===== config.mk =====
export PLATFORM = sky130hd
export DESIGN_NAME = dmi_req_arbiter_flat
export DESIGN_NICKNAME = d
export VERILOG_FILES = /design/src/rtl/dmi_arb_pkg.sv /design/src/rtl/dmi_req_arbiter_if.sv /design/src/rtl/dmi_arb_rr.sv /design/src/rtl/dmi_req_arbiter.sv /design/src/flat_wrapper.sv
export SDC_FILE = /design/constraint.sdc
export NUM_CORES = 1
export LEC_CHECK = 0
export BUFFER_PORTS_ARGS = -buffer_cell sky130_fd_sc_hd__buf_2
export CORE_UTILIZATION = 49
export CTS_BUF_LIST = sky130_fd_sc_hd__clkbuf_2
export CTS_CLUSTER_DIAMETER = 200
export DETAILED_ROUTE_END_ITERATION = 7
export MAX_ROUTING_LAYER = met4
export PLACE_DENSITY = 0.83
export SYNTH_ARGS = -nofsm -noshare
export SYNTH_HDL_FRONTEND = slang
export SYNTH_SLANG_ARGS = --single-unit

===== constraint.sdc =====
create_clock -name clk -period 2.1 [get_ports clk]
set_input_delay 0.42 -clock clk [delete_from_list [all_inputs] [get_ports clk]]
set_output_delay 0.42 -clock clk [all_outputs]
set_load 0.03 [all_outputs]

===== src/rtl/dmi_arb_pkg.sv =====
// dmi_arb_pkg: shared widths, FSM state and latched-request types for the DMI request arbiter
package dmi_arb_pkg;

    localparam int DMI_ADDR_W = 7;
    localparam int DMI_DATA_W = 32;

    typedef enum logic [1:0] {IDLE, ISSUE, WAIT, RESP} dmi_arb_state_e;

    typedef struct packed {
        logic                  wr;
        logic [DMI_ADDR_W-1:0] addr;
        logic [DMI_DATA_W-1:0] wdata;
        logic                  lock;
    } dmi_arb_req_t;

endpackage


===== src/rtl/dmi_req_arbiter_if.sv =====
// dmi_req_arbiter_if: one requester channel (request + response pulse); lock exists only with DMI_ARB_LOCK_EN
interface dmi_req_arbiter_if;
    import dmi_arb_pkg::*;

    logic                  valid;
    logic                  ready;
    logic                  wr;
    logic [DMI_ADDR_W-1:0] addr;
    logic [DMI_DATA_W-1:0] wdata;
`ifdef DMI_ARB_LOCK_EN
    logic                  lock;
`endif
    logic                  rsp_valid;
    logic [DMI_DATA_W-1:0] rsp_rdata;

`ifdef DMI_ARB_LOCK_EN
    modport master (output valid, wr, addr, wdata, lock, input ready, rsp_valid, rsp_rdata);
    modport slave  (input valid, wr, addr, wdata, lock, output ready, rsp_valid, rsp_rdata);
`else
    modport master (output valid, wr, addr, wdata, input ready, rsp_valid, rsp_rdata);
    modport slave  (input valid, wr, addr, wdata, output ready, rsp_valid, rsp_rdata);
`endif

endinterface


===== src/rtl/dmi_arb_rr.sv =====
// dmi_arb_rr: 2-way round-robin picker; prio=0 favours requester 0, mask removes requesters from contention
module dmi_arb_rr (
    input  logic [1:0] valid,
    input  logic       prio,
    input  logic [1:0] mask,
    output logic [1:0] grant
);

    logic [1:0] v;

    assign v        = valid & mask;
    assign grant[0] = v[0] & (!v[1] | !prio);
    assign grant[1] = v[1] & (!v[0] |  prio);

endmodule


===== src/rtl/dmi_req_arbiter.sv =====
// dmi_req_arbiter: round-robin sharing of one DMI upstream between two requesters; optional DMI_ARB_LOCK_EN grant lock
module dmi_req_arbiter
    import dmi_arb_pkg::*;
#(
    parameter int RD_LATENCY = 1
) (
    input  logic                  clk,
    input  logic                  rst,
    dmi_req_arbiter_if.slave      req0,
    dmi_req_arbiter_if.slave      req1,
    output logic                  dmi_en,
    output logic                  dmi_wr_en,
    output logic [DMI_ADDR_W-1:0] dmi_addr,
    output logic [DMI_DATA_W-1:0] dmi_wdata,
    input  logic [DMI_DATA_W-1:0] dmi_rdata,
    output logic                  busy
);

    dmi_arb_state_e                  state;
    dmi_arb_req_t                    req_q;
    dmi_arb_req_t                    req_in;
    logic [1:0]                      valid;
    logic [1:0]                      grant;
    logic [1:0]                      mask;
    logic [1:0]                      ready;
    logic                            accept;
    logic                            win;
    logic                            win_q;
    logic                            prio;
    logic                            owner_v;
    logic [2:0]                      cnt;
    logic [1:0]                      rsp_valid;
    logic [1:0][DMI_DATA_W-1:0]      rsp_rdata;

    assign valid  = {req1.valid, req0.valid};
    assign ready  = (state == IDLE) ? grant : 2'b00;
    assign accept = |ready;
    assign win    = grant[1];
    assign busy   = state != IDLE;

    assign req0.ready     = ready[0];
    assign req1.ready     = ready[1];
    assign req0.rsp_valid = rsp_valid[0];
    assign req1.rsp_valid = rsp_valid[1];
    assign req0.rsp_rdata = rsp_rdata[0];
    assign req1.rsp_rdata = rsp_rdata[1];

    assign dmi_addr  = req_q.addr;
    assign dmi_wdata = req_q.wdata;

    assign req_in.wr    = win ? req1.wr    : req0.wr;
    assign req_in.addr  = win ? req1.addr  : req0.addr;
    assign req_in.wdata = win ? req1.wdata : req0.wdata;

`ifdef DMI_ARB_LOCK_EN
    logic owner_id;

    assign req_in.lock = win ? req1.lock : req0.lock;
    assign mask        = owner_v ? (owner_id ? 2'b10 : 2'b01) : 2'b11;

    // lock owner: set on a locking accept, released after the owner's unlocking transaction responds
    always_ff @(posedge clk) begin
        if (rst) begin
            owner_v  <= 1'b0;
            owner_id <= 1'b0;
        end else if (accept && req_in.lock) begin
            owner_v  <= 1'b1;
            owner_id <= win;
        end else if (state == RESP && !req_q.lock) begin
            owner_v  <= 1'b0;
        end
    end
`else
    logic unused_lock;

    assign req_in.lock = 1'b0;
    assign owner_v     = 1'b0;
    assign mask        = 2'b11;
    assign unused_lock = req_q.lock;
`endif

    dmi_arb_rr u_rr (
        .valid (valid),
        .prio  (prio),
        .mask  (mask),
        .grant (grant)
    );

    // round-robin pointer: hand priority to the other requester after each grant, frozen while locked
    always_ff @(posedge clk) begin
        if (rst) prio <= 1'b0;
        else if (accept && !owner_v) prio <= ~win;
    end

    // transaction FSM: accept, one-cycle strobe, fixed read latency, one-cycle response pulse
    always_ff @(posedge clk) begin
        if (rst) begin
            state     <= IDLE;
            req_q     <= '0;
            win_q     <= 1'b0;
            cnt       <= '0;
            dmi_en    <= 1'b0;
            dmi_wr_en <= 1'b0;
            rsp_valid <= '0;
            rsp_rdata <= '0;
        end else begin
            dmi_en    <= 1'b0;
            dmi_wr_en <= 1'b0;
            rsp_valid <= '0;
            case (state)
                IDLE: if (accept) begin
                    req_q     <= req_in;
                    win_q     <= win;
                    dmi_en    <= 1'b1;
                    dmi_wr_en <= req_in.wr;
                    state     <= ISSUE;
                end
                ISSUE: begin
                    cnt   <= 3'(RD_LATENCY - 1);
                    state <= WAIT;
                end
                WAIT: if (cnt == '0) begin
                    rsp_rdata[win_q] <= req_q.wr ? '0 : dmi_rdata;
                    rsp_valid        <= win_q ? 2'b10 : 2'b01;
                    state            <= RESP;
                end else begin
                    cnt <= cnt - 3'd1;
                end
                RESP: state <= IDLE;
            endcase
        end
    end

endmodule


===== src/flat_wrapper.sv =====
// flat-port wrapper written by rule: the top's interface ports become plain ports
module dmi_req_arbiter_flat import dmi_arb_pkg::*;
#(
    parameter int RD_LATENCY = 1
)
  (clk, rst, dmi_en, dmi_wr_en, dmi_addr, dmi_wdata, dmi_rdata, busy, req0_valid, req0_wr, req0_addr, req0_wdata, req0_ready, req0_rsp_valid, req0_rsp_rdata, req1_valid, req1_wr, req1_addr, req1_wdata, req1_ready, req1_rsp_valid, req1_rsp_rdata);
  dmi_req_arbiter_if req0_i ();
  dmi_req_arbiter_if req1_i ();
  input  logic clk;
  input  logic rst;
  output logic dmi_en;
  output logic dmi_wr_en;
  output logic [DMI_ADDR_W-1:0] dmi_addr;
  output logic [DMI_DATA_W-1:0] dmi_wdata;
  input  logic [DMI_DATA_W-1:0] dmi_rdata;
  output logic busy;
  input wire logic [$bits(req0_i.valid)-1:0] req0_valid;
  input wire logic [$bits(req0_i.wr)-1:0] req0_wr;
  input wire logic [$bits(req0_i.addr)-1:0] req0_addr;
  input wire logic [$bits(req0_i.wdata)-1:0] req0_wdata;
  output wire logic [$bits(req0_i.ready)-1:0] req0_ready;
  output wire logic [$bits(req0_i.rsp_valid)-1:0] req0_rsp_valid;
  output wire logic [$bits(req0_i.rsp_rdata)-1:0] req0_rsp_rdata;
  input wire logic [$bits(req1_i.valid)-1:0] req1_valid;
  input wire logic [$bits(req1_i.wr)-1:0] req1_wr;
  input wire logic [$bits(req1_i.addr)-1:0] req1_addr;
  input wire logic [$bits(req1_i.wdata)-1:0] req1_wdata;
  output wire logic [$bits(req1_i.ready)-1:0] req1_ready;
  output wire logic [$bits(req1_i.rsp_valid)-1:0] req1_rsp_valid;
  output wire logic [$bits(req1_i.rsp_rdata)-1:0] req1_rsp_rdata;
  assign req0_i.valid = req0_valid;
  assign req0_i.wr = req0_wr;
  assign req0_i.addr = req0_addr;
  assign req0_i.wdata = req0_wdata;
  assign req0_ready = req0_i.ready;
  assign req0_rsp_valid = req0_i.rsp_valid;
  assign req0_rsp_rdata = req0_i.rsp_rdata;
  assign req1_i.valid = req1_valid;
  assign req1_i.wr = req1_wr;
  assign req1_i.addr = req1_addr;
  assign req1_i.wdata = req1_wdata;
  assign req1_ready = req1_i.ready;
  assign req1_rsp_valid = req1_i.rsp_valid;
  assign req1_rsp_rdata = req1_i.rsp_rdata;
  dmi_req_arbiter #(.RD_LATENCY(RD_LATENCY)) u_core (.clk(clk), .rst(rst), .req0(req0_i), .req1(req1_i), .dmi_en(dmi_en), .dmi_wr_en(dmi_wr_en), .dmi_addr(dmi_addr), .dmi_wdata(dmi_wdata), .dmi_rdata(dmi_rdata), .busy(busy));
endmodule

## Word-level counts from Yosys, hierarchy flattened

Index checks and enable logic that the tools add are counted.

| cells by class | value |
|---|---|
| add/sub/neg operators | 1 |
| magnitude comparators | 2 |
| eq/ne operators | 6 |
| mux-type cells | 15 |
| bitwise operators | 9 |
| reduce and logical (&&, ||, !) cells | 16 |

Operators with widths:

| kind | count |
|---|---|
| 32-bit 2-to-1 mux | 3 |
| 64-bit bitwise mux | 1 |
| 32-bit demux with 1-bit select | 1 |
| 2-bit 2-to-1 mux | 4 |
| 2-bit case mux with 4 select lines | 1 |
| 2-bit AND reduction | 4 |
| 7-bit 2-to-1 mux | 1 |
| 3-bit case mux with 2 select lines | 1 |
| 3-bit OR reduction | 2 |
| 1-bit NOT | 5 |
| 2-bit equality test (second input constant) | 2 |
| 2-bit by 1-bit inequality test with 1-bit output (second input constant) | 2 |
| 2-bit nonzero test | 2 |
| 2-bit OR reduction | 2 |
| 1-bit logical NOT | 3 |
| 3-bit logical NOT | 1 |
| 3-bit 2-to-1 mux | 1 |
| 3-bit by 1-bit subtractor with 3-bit output (second input constant) | 1 |
| 1-bit bitwise AND | 2 |
| 2-bit by 1-bit equality test with 1-bit output (second input constant) | 1 |
| 2-bit logical NOT | 1 |
| 1-bit by 2-bit less-than comparator with 1-bit output (second input constant) | 1 |
| 1-bit 2-to-1 mux | 2 |
| 2-bit inequality test (second input constant) | 1 |
| other kinds (3) | 4 |

| word-level totals | value |
|---|---|
| register bits after elaboration | 115 |
| input port bits | 116 |
| output and inout port bits | 110 |

## Longest topological paths before layout

| logic depth | value |
|---|---|
| depth after elaboration | 7 |
| mapped depth | 8 |
| depth with buffers taken out | 5 |

## Modules after synthesis

A second synthesis with hierarchy kept.

| second synthesis, totals | value |
|---|---|
| cells, all modules | 670 |
| area, all modules | 5415.2 um^2 |

By module, submodules not included:

| module | instances | cells an instance | area each (um^2) |
|---|---|---|---|
| dmi_req_arbiter | 1 | 667 | 5395.2 |
| dmi_arb_rr | 1 | 3 | 20.0 |

## Least setup slack after synthesis

No wires, ideal clock.

| timing | value |
|---|---|
| kind | flip-flop to output port |
| start point | reg u_core.state[0] |
| end point | out req0_ready |
| arrival | 1.150 ns |
| required time | 1.680 ns |
| slack | 0.530 ns |
| cell stages (with the launch flop) | 6 |
| buffers on the path | 1 |
| path through | dfxtp_1 -> inv_1 -> ha_1 -> buf_4 -> nand2_2 -> nor2_1 |

| on the way | value |
|---|---|
| longest elaborated chain between the ends | 2 |

RTL lines:

| what | RTL line | RTL |
|---|---|---|
| start, declared | dmi_req_arbiter.sv:19 | `dmi_arb_state_e state;` |
| start signal, assigned | dmi_req_arbiter.sv:98 | `state <= IDLE;` |
| start signal, assigned | dmi_req_arbiter.sv:116 | `state <= ISSUE;` |
| start signal, assigned | dmi_req_arbiter.sv:120 | `state <= WAIT;` |
| 2-bit logical NOT | dmi_req_arbiter.sv:36 | `assign ready = (state == IDLE) ? grant : 2'b00;` |
| 2-bit 2-to-1 mux | dmi_req_arbiter.sv:36 |  |
| end, declared | flat_wrapper.sv:21 | `output wire logic [$bits(req0_i.ready)-1:0] req0_ready;` |

No other way between the ends.

## Worst setup path after layout

| timing | value |
|---|---|
| start point | reg u_core.prio |
| end point | out req1_ready |

| on the way | value |
|---|---|
| longest elaborated chain between the ends | 3 |

RTL lines:

| what | RTL line | RTL |
|---|---|---|
| start, declared | dmi_req_arbiter.sv:29 | `logic prio;` |
| start signal, assigned | dmi_req_arbiter.sv:92 | `else if (accept && !owner_v) prio <= ~win;` |
| 1-bit bitwise OR | dmi_arb_rr.sv:13 | `assign grant[1] = v[1] & (!v[0] \| prio);` |
| 1-bit bitwise AND | dmi_arb_rr.sv:13 |  |
| 2-bit 2-to-1 mux | dmi_req_arbiter.sv:36 |  |
| end, declared | flat_wrapper.sv:28 | `output wire logic [$bits(req1_i.ready)-1:0] req1_ready;` |

No other way between the ends.

==> impl_metrics.json <==
{
  "status": "complete, no violations",
  "ys_ff_latch": 115,
  "grt_usage": 0.3015,
  "synth-xor-area-share": 0,
  "dp_slack_ns": 0.1993,
  "fp.dieW_um": 103.2,
  "highest-signal-layer": "met4",
  "finalSetupViolations": 0,
  "drt-wirelength-per-cell_um": 16.78,
  "routed_via_density": 5.342,
  "clock_latency_ns": 0.65,
  "cp-end-kind": "output pin",
  "die_h_um": 103.2,
  "synthSimpleGateAreaFrac": 0.2393,
  "drtIter0Drc": 222,
  "cts_root_buf": "clkbuf_2",
  "ios": 226,
  "wl_met1_mm": 6.357,
  "avgSynthCellArea_um2": 8.900,
  "powerDensity_mw_per_mm2": 1090,
  "rr_worst_depth": 8,
  "synthArstFlopShare": 0,
  "wl_met3_mm": 1.359,
  "first_global_vias": 4933,
  "drtAntennaViolNets": 0,
  "area_growth_pct": 40.35,
  "clk_pin_slew_ns": 0.18,
  "start_util": 0.5089,
  "drc": 0,
  "vias": 5166,
  "finalInstanceArea_mm2": 0.007046,
  "synth_fa_ha_area_frac": 0.01246,
  "fin_cells": 967,
  "tns_ns": 0,
  "nets": 941,
  "synthCells": 564,
  "vdd_drop_max_mv": 0.7017,
  "die_area_mm2": 0.01065,
  "dp.cells": 849,
  "layout_setup_ws_ns": 0.1174,
  "cts_tree": "done",
  "cap_violations": 0,
  "synth.area.top_cells": "dfxtp_1 46%, nand2_1 9.6%, a21oi_1 6.9%",
  "port_buffers": 225,
  "rsz0062_at_grt": "no",
  "synth-compound-area-share": 0.1667,
  "r2r-start": "u_core.state[1]",
  "cp.required_ns": 1.68,
  "syn_area_mm2": 0.005020,
  "place_congestion": 0.7715,
  "rr_endpoint": "u_core.dmi_addr[6]",
  "synth_flop_cell": "dfxtp_1",
  "rrSetupSlack_ns": 0.16,
  "hold_path_class": "primary input to flop",
  "hold_path_depth": 3,
  "gr-total-overflow": 0,
  "cp_max_fo": 5,
  "min_from": "req1_wr",
  "grt_pass1_wl_mm": 23.82,
  "placed_area_mm2": 0.005839,
  "path_class": "flop to output pin",
  "synth_largest_area_cell": "dfxtp_1",
  "worst_pin_slew_ns": 0.5317,
  "htreeDepth": 4,
  "synthMuxAreaShare": 0,
  "n_fill_cell": 714,
  "cts_buffer_depth": 2,
  "timing_hold_violations_final": 0,
  "syn_nets": 685,
  "arrival_ns": 1.56,
  "slew_headroom": 0.6455,
  "yosys_warnings": 0,
  "fin_crit_ns": 1.983,
  "post-route-period-util": 0.9441,
  "holdWs_ns": 0.09187,
  "core_mm2": 0.009864,
  "cts_sinks": 115,
  "yosysSeqAreaShare": 0.4586,
  "final_max_slew_viol_count": 0,
  "synth_top_family_by_area": "simple AND/OR/NAND/NOR gates",
  "synth_top_cell_area_share": 0.4586,
  "final_util": 0.7142,
  "rows": 36,
  "finalPower_mw": 7.679,
  "antenna_found_initial": 1,
  "dr.pass1.iters": 4,
  "holdPathEnd": "u_core.req_q[40]",
  "hpwl_mm": 9.269,
  "p_leak_nw": 3.178,
  "synth-edff-count": 0,
  "grt_max_degree": 117,
  "start_kind": "flop",
  "synth.distinct_cells": 39,
  "wl_mm": 16.23,
  "wl_met2_mm": 8.077,
  "cts_buffers": 17,
  "fmax_mhz": 504.4,
  "drive_gt1_frac": 0.3577,
  "skew_ns": 0.02519
}
power by group:
group / total [mW] / internal (mW) / switching [mW]
clock: 1.67 / 0.791 / 0.883
combinational: 3.22 / 1.20 / 2.02
sequential: 2.78 / 2.57 / 0.214
total: 7.68 / 4.56 / 3.12
layout by cell type (no fill, tap or decap), types with 3 or more instances in the layout:
cell type and instances:
ha_1 4, nor2b_1 34, a21oi_1 69, dlygate4sd3_1 78, bufinv_16 4, buf_2 222
dfxtp_1 112, a221o_2 3, buf_4 15, clkinv_2 3, dfxtp_2 3, nor3b_2 4
nor2_1 6, clkbuf_2 19, a221o_1 34, nor3b_1 34, nand3_1 3, nand2_1 129
clkinvlp_4 3, a311oi_1 4, o21ai_0 7, inv_1 6
registers in the layout, summed over array words and instances (netlist names):
name	flops
u_core.req_q	1
u_core.dmi_en	1
u_core.req1.rsp_rdata	32
u_core.req0.rsp_rdata	32
u_core.rsp_valid	2
u_core.prio	1
u_core.cnt	3
u_core.dmi_wdata	32
u_core.state	2
u_core.dmi_addr	7
u_core.win_q	1
u_core.dmi_wr_en	1
synth_stat cells, types with 3 or more instances:
library cell	instances
buf_2	18
nor3b_1	34
dfxtp_1	115
ha_1	5
inv_1	9
buf_6	8
a311oi_1	4
a221o_1	34
buf_1	3
buf_4	45
nand3_1	4
a221o_2	3
nand2_1	129
clkbuf_1	9
nor2_1	7
nor3b_2	4
a21oi_1	69
o21ai_0	7
nor2b_1	34
layout make-up:
class | count | area [um^2] | share of cell area
sequential | 115 | 2306 | 0.3273
multi-input combinational | 356 | 2138 | 0.3035
timing repair buffer | 321 | 2117 | 0.3005
clock inverter | 13 | 183.9 | 0.02611
tap | 133 | 166.4 | 0.02362
clock buffer | 19 | 95.09 | 0.01350
inverter | 9 | 36.28 | 0.005150
antenna | 1 | 2.502 | 0.0003552
worst max-delay path, stage by stage, from the launching register on:
cell and delay (ns):
dfxtp_2 0.39, or2b_1 0.25, nand3_2 0.10, inv_2 0.04
buf_6 0.13
cell families after synthesis:
| logic type | after synthesis |
|---|---|
| AO/OA/AOI/OAI | 123 |
| adder cells (fa/ha/maj) | 5 |
| buffers and inverters | 93 |
| flip-flops | 115 |
| AND/OR/NAND/NOR | 228 |
per-layer routing:
layer,GRT usage,vias up
met3,0.07728,41
met1,0.3273,2415
met5,-,-
met2,0.5215,301
met4,0.1311,0
li1,-,2409
worst max path at each step:
stage	start	endpoint	slack [ns]
2_1_floorplan	u_core.state[0]	req0_ready	0.53
6_report	u_core.prio	req1_ready	0.12
3_3_place_gp	req0_valid	u_core.dmi_addr[2]	0.28
3_5_place_dp	req0_valid	u_core.dmi_wdata[17]	0.20
4_1_cts	u_core.state[1]	req0_ready	0.03
5_1_grt	u_core.state[0]	req0_ready	0.002
timing repair:
action	CTS	global route
pin swaps	1	4
gates cloned	0	2
endpoints found under the setup margin	3	14
hold buffers	78	0
hold endpoints to repair	39	0
gates resized for setup	14	5
buffers inserted	3	3
Power figures use the tool's default switching activity.
